[config.mk]
export PLATFORM = sky130hd
export DESIGN_NAME = ym3438_dbg_capture
export DESIGN_NICKNAME = d
export VERILOG_FILES = /design/src/rtl/ym3438_dbg_pkg.sv /design/src/rtl/ym3438_dbg_deser.sv /design/src/rtl/ym3438_dbg_capture.sv
export SDC_FILE = /design/constraint.sdc
export NUM_CORES = 1
export LEC_CHECK = 0
export ABC_CLOCK_PERIOD_IN_PS = 1520
export CELL_PAD_IN_SITES_DETAIL_PLACEMENT = 2
export CELL_PAD_IN_SITES_GLOBAL_PLACEMENT = 2
export CORE_ASPECT_RATIO = 2
export CORE_UTILIZATION = 33
export CTS_BUF_LIST = sky130_fd_sc_hd__clkbuf_16
export DETAILED_ROUTE_END_ITERATION = 8
export HOLD_SLACK_MARGIN = 0.15
export PLACE_DENSITY = 0.88
export RECOVER_POWER = 100
export SYNTH_ARGS = -nofsm -noshare
export SYNTH_HDL_FRONTEND = slang
export SYNTH_SLANG_ARGS = --single-unit
export TNS_END_PERCENT = 30
[constraint.sdc]
create_clock -name MCLK -period 1.52 [get_ports MCLK]
set_input_delay 0.304 -clock MCLK [delete_from_list [all_inputs] [get_ports MCLK]]
set_output_delay 0.304 -clock MCLK [all_outputs]
set_load 0.05 [all_outputs]
[src/rtl/ym3438_dbg_pkg.sv]
// ym3438_dbg_pkg
// Shared definitions for the debug serial read-chain capture logic.
//   DBG_WORD_W   : default word width shifted out of the dbg_read chain
//   dbg_state_t  : deserializer state encoding
package ym3438_dbg_pkg;

  localparam int DBG_WORD_W = 10;

  typedef enum logic {
    DBG_IDLE  = 1'b0,
    DBG_SHIFT = 1'b1
  } dbg_state_t;

endpackage

[src/rtl/ym3438_dbg_deser.sv]
// ym3438_dbg_deser
// Bit counter plus indexed shift register. A start on a step clears the
// register and begins a capture; bit 0 is taken on the following step.
// The step that writes bit DATA_WIDTH-1 raises o_done for that cycle, with
// o_word already holding the final bit merged in.
//
// State table:
//   DBG_IDLE  | waiting for a start
//   DBG_SHIFT | sampling one bit per step into r_sreg[r_cnt]
//
// Ports:
//   i_clk, i_rst_n : clock, synchronous active-low reset
//   i_step         : chip-cycle enable; all state changes happen on steps
//   i_start        : (re)start a capture on this step
//   i_abort        : drop any capture in progress on this step
//   i_bit          : serial data, LSB first
//   o_busy         : capture in progress
//   o_done         : word completes on this edge
//   o_word         : shift register including the bit sampled this step
module ym3438_dbg_deser
  import ym3438_dbg_pkg::*;
#(
  parameter int DATA_WIDTH = DBG_WORD_W,
  parameter int CNT_WIDTH  = 4
) (
  input  logic                  i_clk,
  input  logic                  i_rst_n,
  input  logic                  i_step,
  input  logic                  i_start,
  input  logic                  i_abort,
  input  logic                  i_bit,
  output logic                  o_busy,
  output logic                  o_done,
  output logic [DATA_WIDTH-1:0] o_word
);

  localparam logic [CNT_WIDTH-1:0] LAST_CNT = CNT_WIDTH'(DATA_WIDTH - 1);

  dbg_state_t            r_state;
  logic [CNT_WIDTH-1:0]  r_cnt;
  logic [DATA_WIDTH-1:0] r_sreg;
  logic [DATA_WIDTH-1:0] w_sreg_next;
  logic                  w_start;
  logic                  w_abort;
  logic                  w_shift;

  assign w_start = i_step && i_start;
  // Start has priority over abort; both are only meaningful on a step.
  assign w_abort = i_step && !i_start && i_abort;
  assign w_shift = i_step && !i_start && !i_abort && (r_state == DBG_SHIFT);

  // Decoded write rather than a variable part-select keeps the index
  // width independent of DATA_WIDTH.
  always_comb begin
    w_sreg_next = r_sreg;
    for (int i = 0; i < DATA_WIDTH; i++) begin
      if (r_cnt == CNT_WIDTH'(i)) begin
        w_sreg_next[i] = i_bit;
      end
    end
  end

  assign o_busy = (r_state == DBG_SHIFT);
  assign o_done = w_shift && (r_cnt == LAST_CNT);
  assign o_word = w_sreg_next;

  always_ff @(posedge i_clk) begin
    if (!i_rst_n) begin
      r_state <= DBG_IDLE;
      r_cnt   <= '0;
      r_sreg  <= '0;
    end else if (w_start) begin
      r_state <= DBG_SHIFT;
      r_cnt   <= '0;
      r_sreg  <= '0;
    end else if (w_abort) begin
      r_state <= DBG_IDLE;
      r_cnt   <= '0;
    end else if (w_shift) begin
      r_sreg <= w_sreg_next;
      if (r_cnt == LAST_CNT) begin
        r_state <= DBG_IDLE;
        r_cnt   <= '0;
      end else begin
        r_cnt <= r_cnt + 1'b1;
      end
    end
  end

endmodule

[src/rtl/ym3438_dbg_capture.sv]
// ym3438_dbg_capture
// Tail of the debug serial read chain. Deserializes one word per load
// strobe and hands it to the test-register read mux with a valid/ack
// handshake and a sticky overrun flag.
//
// Ports:
//   MCLK       : master clock
//   IC         : synchronous active-low reset
//   c1         : chip-cycle phase-1 enable (defines a step)
//   c2         : chip-cycle phase-2 enable (reserved, not used for capture)
//   dbg_load   : copy of the chain load strobe
//   dbg_in     : serial chain data, LSB first
//   arm        : allows a load strobe to start a capture
//   ack        : host acknowledge pulse
//   data_out   : last stored word
//   data_valid : data_out holds an unacknowledged word
//   busy       : capture in progress
//   overrun    : a word completed while data_valid was set
module ym3438_dbg_capture
  import ym3438_dbg_pkg::*;
#(
  parameter int DATA_WIDTH = DBG_WORD_W,
  parameter int CNT_WIDTH  = 4
) (
  input  logic                  MCLK,
  input  logic                  IC,
  input  logic                  c1,
  input  logic                  c2,
  input  logic                  dbg_load,
  input  logic                  dbg_in,
  input  logic                  arm,
  input  logic                  ack,
  output logic [DATA_WIDTH-1:0] data_out,
  output logic                  data_valid,
  output logic                  busy,
  output logic                  overrun
);

  logic [DATA_WIDTH-1:0] r_data;
  logic                  r_valid;
  logic                  r_ovr;
  logic                  w_done;
  logic [DATA_WIDTH-1:0] w_word;
  logic                  w_unused_c2;

  assign w_unused_c2 = c2;

  // A load strobe while unarmed aborts any running capture without
  // restarting; while armed it restarts from bit 0.
  ym3438_dbg_deser #(
    .DATA_WIDTH (DATA_WIDTH),
    .CNT_WIDTH  (CNT_WIDTH)
  ) u_deser (
    .i_clk   (MCLK),
    .i_rst_n (IC),
    .i_step  (c1),
    .i_start (dbg_load && arm),
    .i_abort (dbg_load && !arm),
    .i_bit   (dbg_in),
    .o_busy  (busy),
    .o_done  (w_done),
    .o_word  (w_word)
  );

  // A completion coinciding with ack is treated as if the ack landed just
  // before it: the new word is stored and no overrun is flagged.
  always_ff @(posedge MCLK) begin
    if (!IC) begin
      r_data  <= '0;
      r_valid <= 1'b0;
      r_ovr   <= 1'b0;
    end else if (w_done) begin
      if (!r_valid || ack) begin
        r_data  <= w_word;
        r_valid <= 1'b1;
        r_ovr   <= 1'b0;
      end else begin
        r_ovr <= 1'b1;
      end
    end else if (ack) begin
      r_valid <= 1'b0;
      r_ovr   <= 1'b0;
    end
  end

  assign data_out   = r_data;
  assign data_valid = r_valid;
  assign overrun    = r_ovr;

endmodule

* After elaboration in Yosys (flattened, before gate mapping)
Cells that the tools add are included.
** Operators by class
- Shift operators :: 0
- Reductions and logical operators :: 23
- $mul :: 0
- $add $sub $neg :: 1
- Mux-type cells :: 20
- Eq/ne operators :: 10
- Divide/modulo/power cells :: 0
- Bitwise logic cells :: 2
- Magnitude comparators :: 0
** Operators by type and width (count)
- $mux W1 :: 19
- $eq A4 B3 Y1 const B :: 4
- $eq A4 B2 Y1 const B :: 2
- $eq A4 B4 Y1 const B :: 2
- $logic_and A1 B1 Y1 :: 8
- $reduce_and A2 Y1 :: 4
- $reduce_bool A3 Y1 :: 2
- $add A4 B1 Y4 const B :: 1
- $eq A4 B1 Y1 const B :: 1
- $logic_not A1 Y1 :: 4
- $logic_not A4 Y1 :: 1
- $mux W4 :: 1
- $reduce_or A3 Y1 :: 1
- $ne A2 B2 Y1 const B :: 1
- $not A1 Y1 :: 2
- $reduce_bool A2 Y1 :: 1
- $reduce_or A2 Y1 :: 1
- $logic_or A1 B1 Y1 :: 1
** Word-level totals
- Bits in read-only memories :: 0
- Latch bits :: 0
- Logic and storage cells :: 62
- Output and inout bits :: 13
- Flip-flop bits (word level) :: 27
- Memories :: 0
- RAM bits :: 0

* Logic depth before layout (Yosys ltp)
- Word-level depth :: 8
- Mapped depth :: 5
- Gate-level depth less buffers :: 3

* Hierarchy
Synthesis repeated with hierarchy kept, for this count alone.
** Second synthesis, totals
- Cell total of the unflattened synthesis :: 142
- Area, all modules :: 1498.9 µm²
** Modules (own cells, without submodules)
- ym3438_dbg_deser :: times used 1, cells an instance 90, area an instance 1002.2 µm²
- ym3438_dbg_capture :: times used 1, cells an instance 52, area an instance 496.7 µm²

* Worst setup path after synthesis
No wires, ideal clock.
- Path kind :: reg-to-reg
- From :: reg u_deser.r_state, in the netlist u_deser.o_busy
- To :: reg r_data[9], in the netlist data_out[9]
- Cell stages (with the launch flop) :: 5
- Path buffers :: 1
- Path slack :: -77 ps
- Clock period less this slack :: 1597 ps
- Library setup time :: 131 ps
- Arrival time :: 1466 ps
- Data required time :: 1389 ps
- Cells stage by stage :: dfxtp_1 nand3b_1 buf_2 o311ai_2 o41ai_2
** Between the ends
- Word-level cells in the longest chain between the ends :: 3
** RTL lines
- from (decl) :: RTL line ym3438_dbg_deser.sv:39 : dbg_state_t r_state;
- from (signal assigned) :: RTL line ym3438_dbg_deser.sv:69 : r_state <= DBG_IDLE;
- from (signal assigned) :: RTL line ym3438_dbg_deser.sv:73 : r_state <= DBG_SHIFT;
- from (signal assigned) :: RTL line ym3438_dbg_deser.sv:77 : r_state <= DBG_IDLE;
- $logic_and A1 B1 Y1 :: RTL line ym3438_dbg_deser.sv:50 : assign w_shift = i_step && !i_start && !i_abort && (r_state == DBG_SHIFT);
- $logic_and A1 B1 Y1 :: RTL line ym3438_dbg_deser.sv:64 : assign o_done = w_shift && (r_cnt == LAST_CNT);
- $reduce_and A2 Y1 (no source line)
- to (signal assigned) :: RTL line ym3438_dbg_capture.sv:74 : r_data <= w_word;
- to (decl) :: RTL line ym3438_dbg_capture.sv:39 : logic [DATA_WIDTH-1:0] r_data;
No other way between the ends.
A chain may end at the register's enable or synchronous reset.

* Worst setup path in the final report
- From :: reg u_deser.r_state, in the netlist u_deser.o_busy
- To :: reg r_data[2], in the netlist data_out[2]
Same word-level chain as after synthesis.

==> results.cfg <==
[timing]
fin_ws_ps = 61.25
relSlewSlack_pct = 64.95
tns_ps = 0
setup_viol = 0
finalCriticalPeriod_ps = 1459
hold_violations = 0
timing.final.crit_share_pct = 95.97
drv_slew = 0
tightest_slew_ps = 524.9
whs_ps = 498.9
fmax_ghz = 0.6855
fin_skew_ps = 2.619
rsz0062_at_grt = no

[floorplanning]
die_x_um = 47.29
start_util_pct = 34.86
core_um2 = 3884
die-area_um2 = 4378
io_pins = 21
row_count = 32
die_h_um = 92.58

[setup_path]
slowest_stage = dfxtp_1
worstPathRequired_ps = 1650
critPathLaunchType = register
path_cells = nand3b_1 -> buf_4 -> o311ai_2 -> o21ai_0
endpoint_kind = register
cpPeakStageDelay_ps = 470
worstSetupPathType = register to register
cp.arrival_ps = 1580
cp_max_fo = 8

[logic_synthesis]
synth.area.top_cells = dfxtp_1 (38%), mux2i_1 (6.7%), nor4b_4 (5.3%), a211oi_1 (3.9%), o311ai_1 (3.9%)
yosysSeqAreaShare_pct = 38.45
synth_nets = 140
ys_warn_count = 0
muxShareOfSynthArea_pct = 6.654
synth.largest_area_cell = dfxtp_1
ys_ff_latch = 26
synth_top_family_by_area = simple AND/OR/NAND/NOR gates
syn-cell-area_um2 = 1354
synth_cell_types = 36
synth_cells = 132
synth-simple-area-share_pct = 26.62
avgSynthCellArea_um2 = 10.26
synth-compound-area-share_pct = 21.35
synth_fa_ha_area_share_pct = 0
synth_top_area_share_pct = 38.45
synth_xor_area_share_pct = 0.6470

[cells_and_area]
syn2layout_area_growth_pct = 36.04
finish.instance_area_um2 = 1842
multi_input_area_um2 = 769.5
regArea_um2 = 520.5
antenna_cells = 0
fin_cells = 211
nNetsFinal = 169
num-fill-cells = 399
final_util_pct = 47.42
drive_above_1_share_pct = 23.13

[detailed_routing]
maxUsedRoutingLayer = met4
wl_per_cell_um = 21.44
ant_nets = 0
drc = 0
wl_met2_um = 2716
routed_wl_um = 4523
wl_met3_um = 70
viasPerCell = 5.687
routed-via-count = 1200
drtIter0Drc = 16
wl_met1_um = 1546
first_pass_iters = 3

[clock_network]
clk_pin_slew_ps = 70
insertion_delay_ps = 260
clock-root-buffer = clkbuf_16
post_cts_buffers = 0
cts.sinks = 26
cts_max_path_buffers = 2
h-tree-depth = 1
cts_buffers = 3
cts_tree = done

[outcome]
outcome = finished, final reports clean

[global_route]
grt_max_degree = 20
grt_pass1_wl_um = 7548
antenna_found_initial = 0
grt_pass1_vias = 1423
grt_usage_pct = 24.55
overflow = 0

[placed_design]
post-dp-hpwl_um = 3206
placed_cells = 207
gp_congestion = 0.7550
dpl_cell_area_um2 = 1827
dpl_worst_slack_ps = -300.4
io_buffers = 19

[power_and_ir_drop]
irDropWorstVdd_mv = 0.6124
p_total_mw = 1.397
leakagePower_nw = 0.8472
p_per_area_nw_per_um2 = 758.7

[run]
maxCapViolCount = 0

[hold_path]
hp-class = register to register
==> critical path: cells and delay by family, from the launching register on <==
family	cells	cell delay, ps
DFF	1	470
and+or+nand+nor	1	170
AOI/OAI and AO/OA	2	470
buffers and inverters	1	210
==> flip-flops by register name (all words and copies together), names as in the netlist <==
signal	cells
data_out	10
data_valid	1
overrun	1
u_deser.o_busy	1
u_deser.r_cnt	4
u_deser.r_sreg	9
==> report_power, final <==
group / total (mW) / switching [mW] / internal (mW) / leakage (nW)
clock network: 0.601 / 0.248 / 0.353 / 0.0385
registers: 0.692 / 0.00571 / 0.687 / 0.210
logic: 0.104 / 0.0579 / 0.0460 / 0.599
total: 1.40 / 0.312 / 1.09 / 0.847
==> synthesized netlist by cell type, drive strengths merged <==
| library cell | instances |
|---|---|
| nor2b | 2 |
| o41ai | 1 |
| mux2i | 9 |
| o21ai | 12 |
| a21oi | 4 |
| a31oi | 1 |
| nand3 | 2 |
| nor2 | 10 |
| nor4b | 4 |
| nand4bb | 2 |
| o311ai | 10 |
| nor4 | 1 |
| and2b | 2 |
| or3 | 2 |
| clkbuf | 3 |
| a211oi | 9 |
| and4bb | 4 |
| o21a | 1 |
| and3b | 1 |
| nand2b | 1 |
| o22ai | 1 |
| nand3b | 1 |
| dfxtp | 26 |
| buf | 10 |
| nand2 | 9 |
| xnor2 | 1 |
| nand4b | 3 |
==> cell families after synthesis <==
group | after synthesis
AOI/OAI and AO/OA | 39
xor gates and xnor gates | 1
buffers and inverters | 13
DFF | 26
muxes | 9
and+or+nand+nor | 44
==> layer usage <==
metal | track usage, % | vias up
met1 | 24.33 | 607
li1 | - | 558
met2 | 44.86 | 22
met4 | 13.33 | 0
met3 | 2.534 | 13
met5 | 0 | -
==> layout make-up <==
class	count	share of cell area, %
Multi-Input combinational cell	93	41.78
Clock inverter	1	0.2038
Tap cell	51	3.465
Clock buffer	3	4.076
Timing Repair Buffer	37	22.21
Sequential cell	26	28.26
==> path summary, 6_finish.rpt <==
kind / slack [ps] / end / startpoint / cells after the start
setup / recovery: 60 / data_out[2] / u_deser.o_busy / 4
hold / removal: 500 / overrun / overrun / 2
setup reg to reg: 60 / data_out[2] / u_deser.o_busy / 4
hold reg to reg: 500 / overrun / overrun / 2
==> cell usage in the layout (no fill, tap or decap), types with 4 or more instances in the layout <==
master and count:
buf_4 13, o311ai_2 5, buf_12 4, o21ai_0 10, dfxtp_1 26, clkdlybuf4s50_1 4
o311ai_1 4, mux2i_1 9, dlymetal6s2s_1 14, nand2_1 9, a211oi_1 7, a21oi_1 4
nor2_1 10
==> what timing repair did <==
item                                   CTS  global route
pin swaps                                0             0
resized for setup                        6             5
endpoints found under the hold margin    0             0
hold buffers                             0             0
setup endpoints to repair                6            14
(Power assumes the default switching activity.)
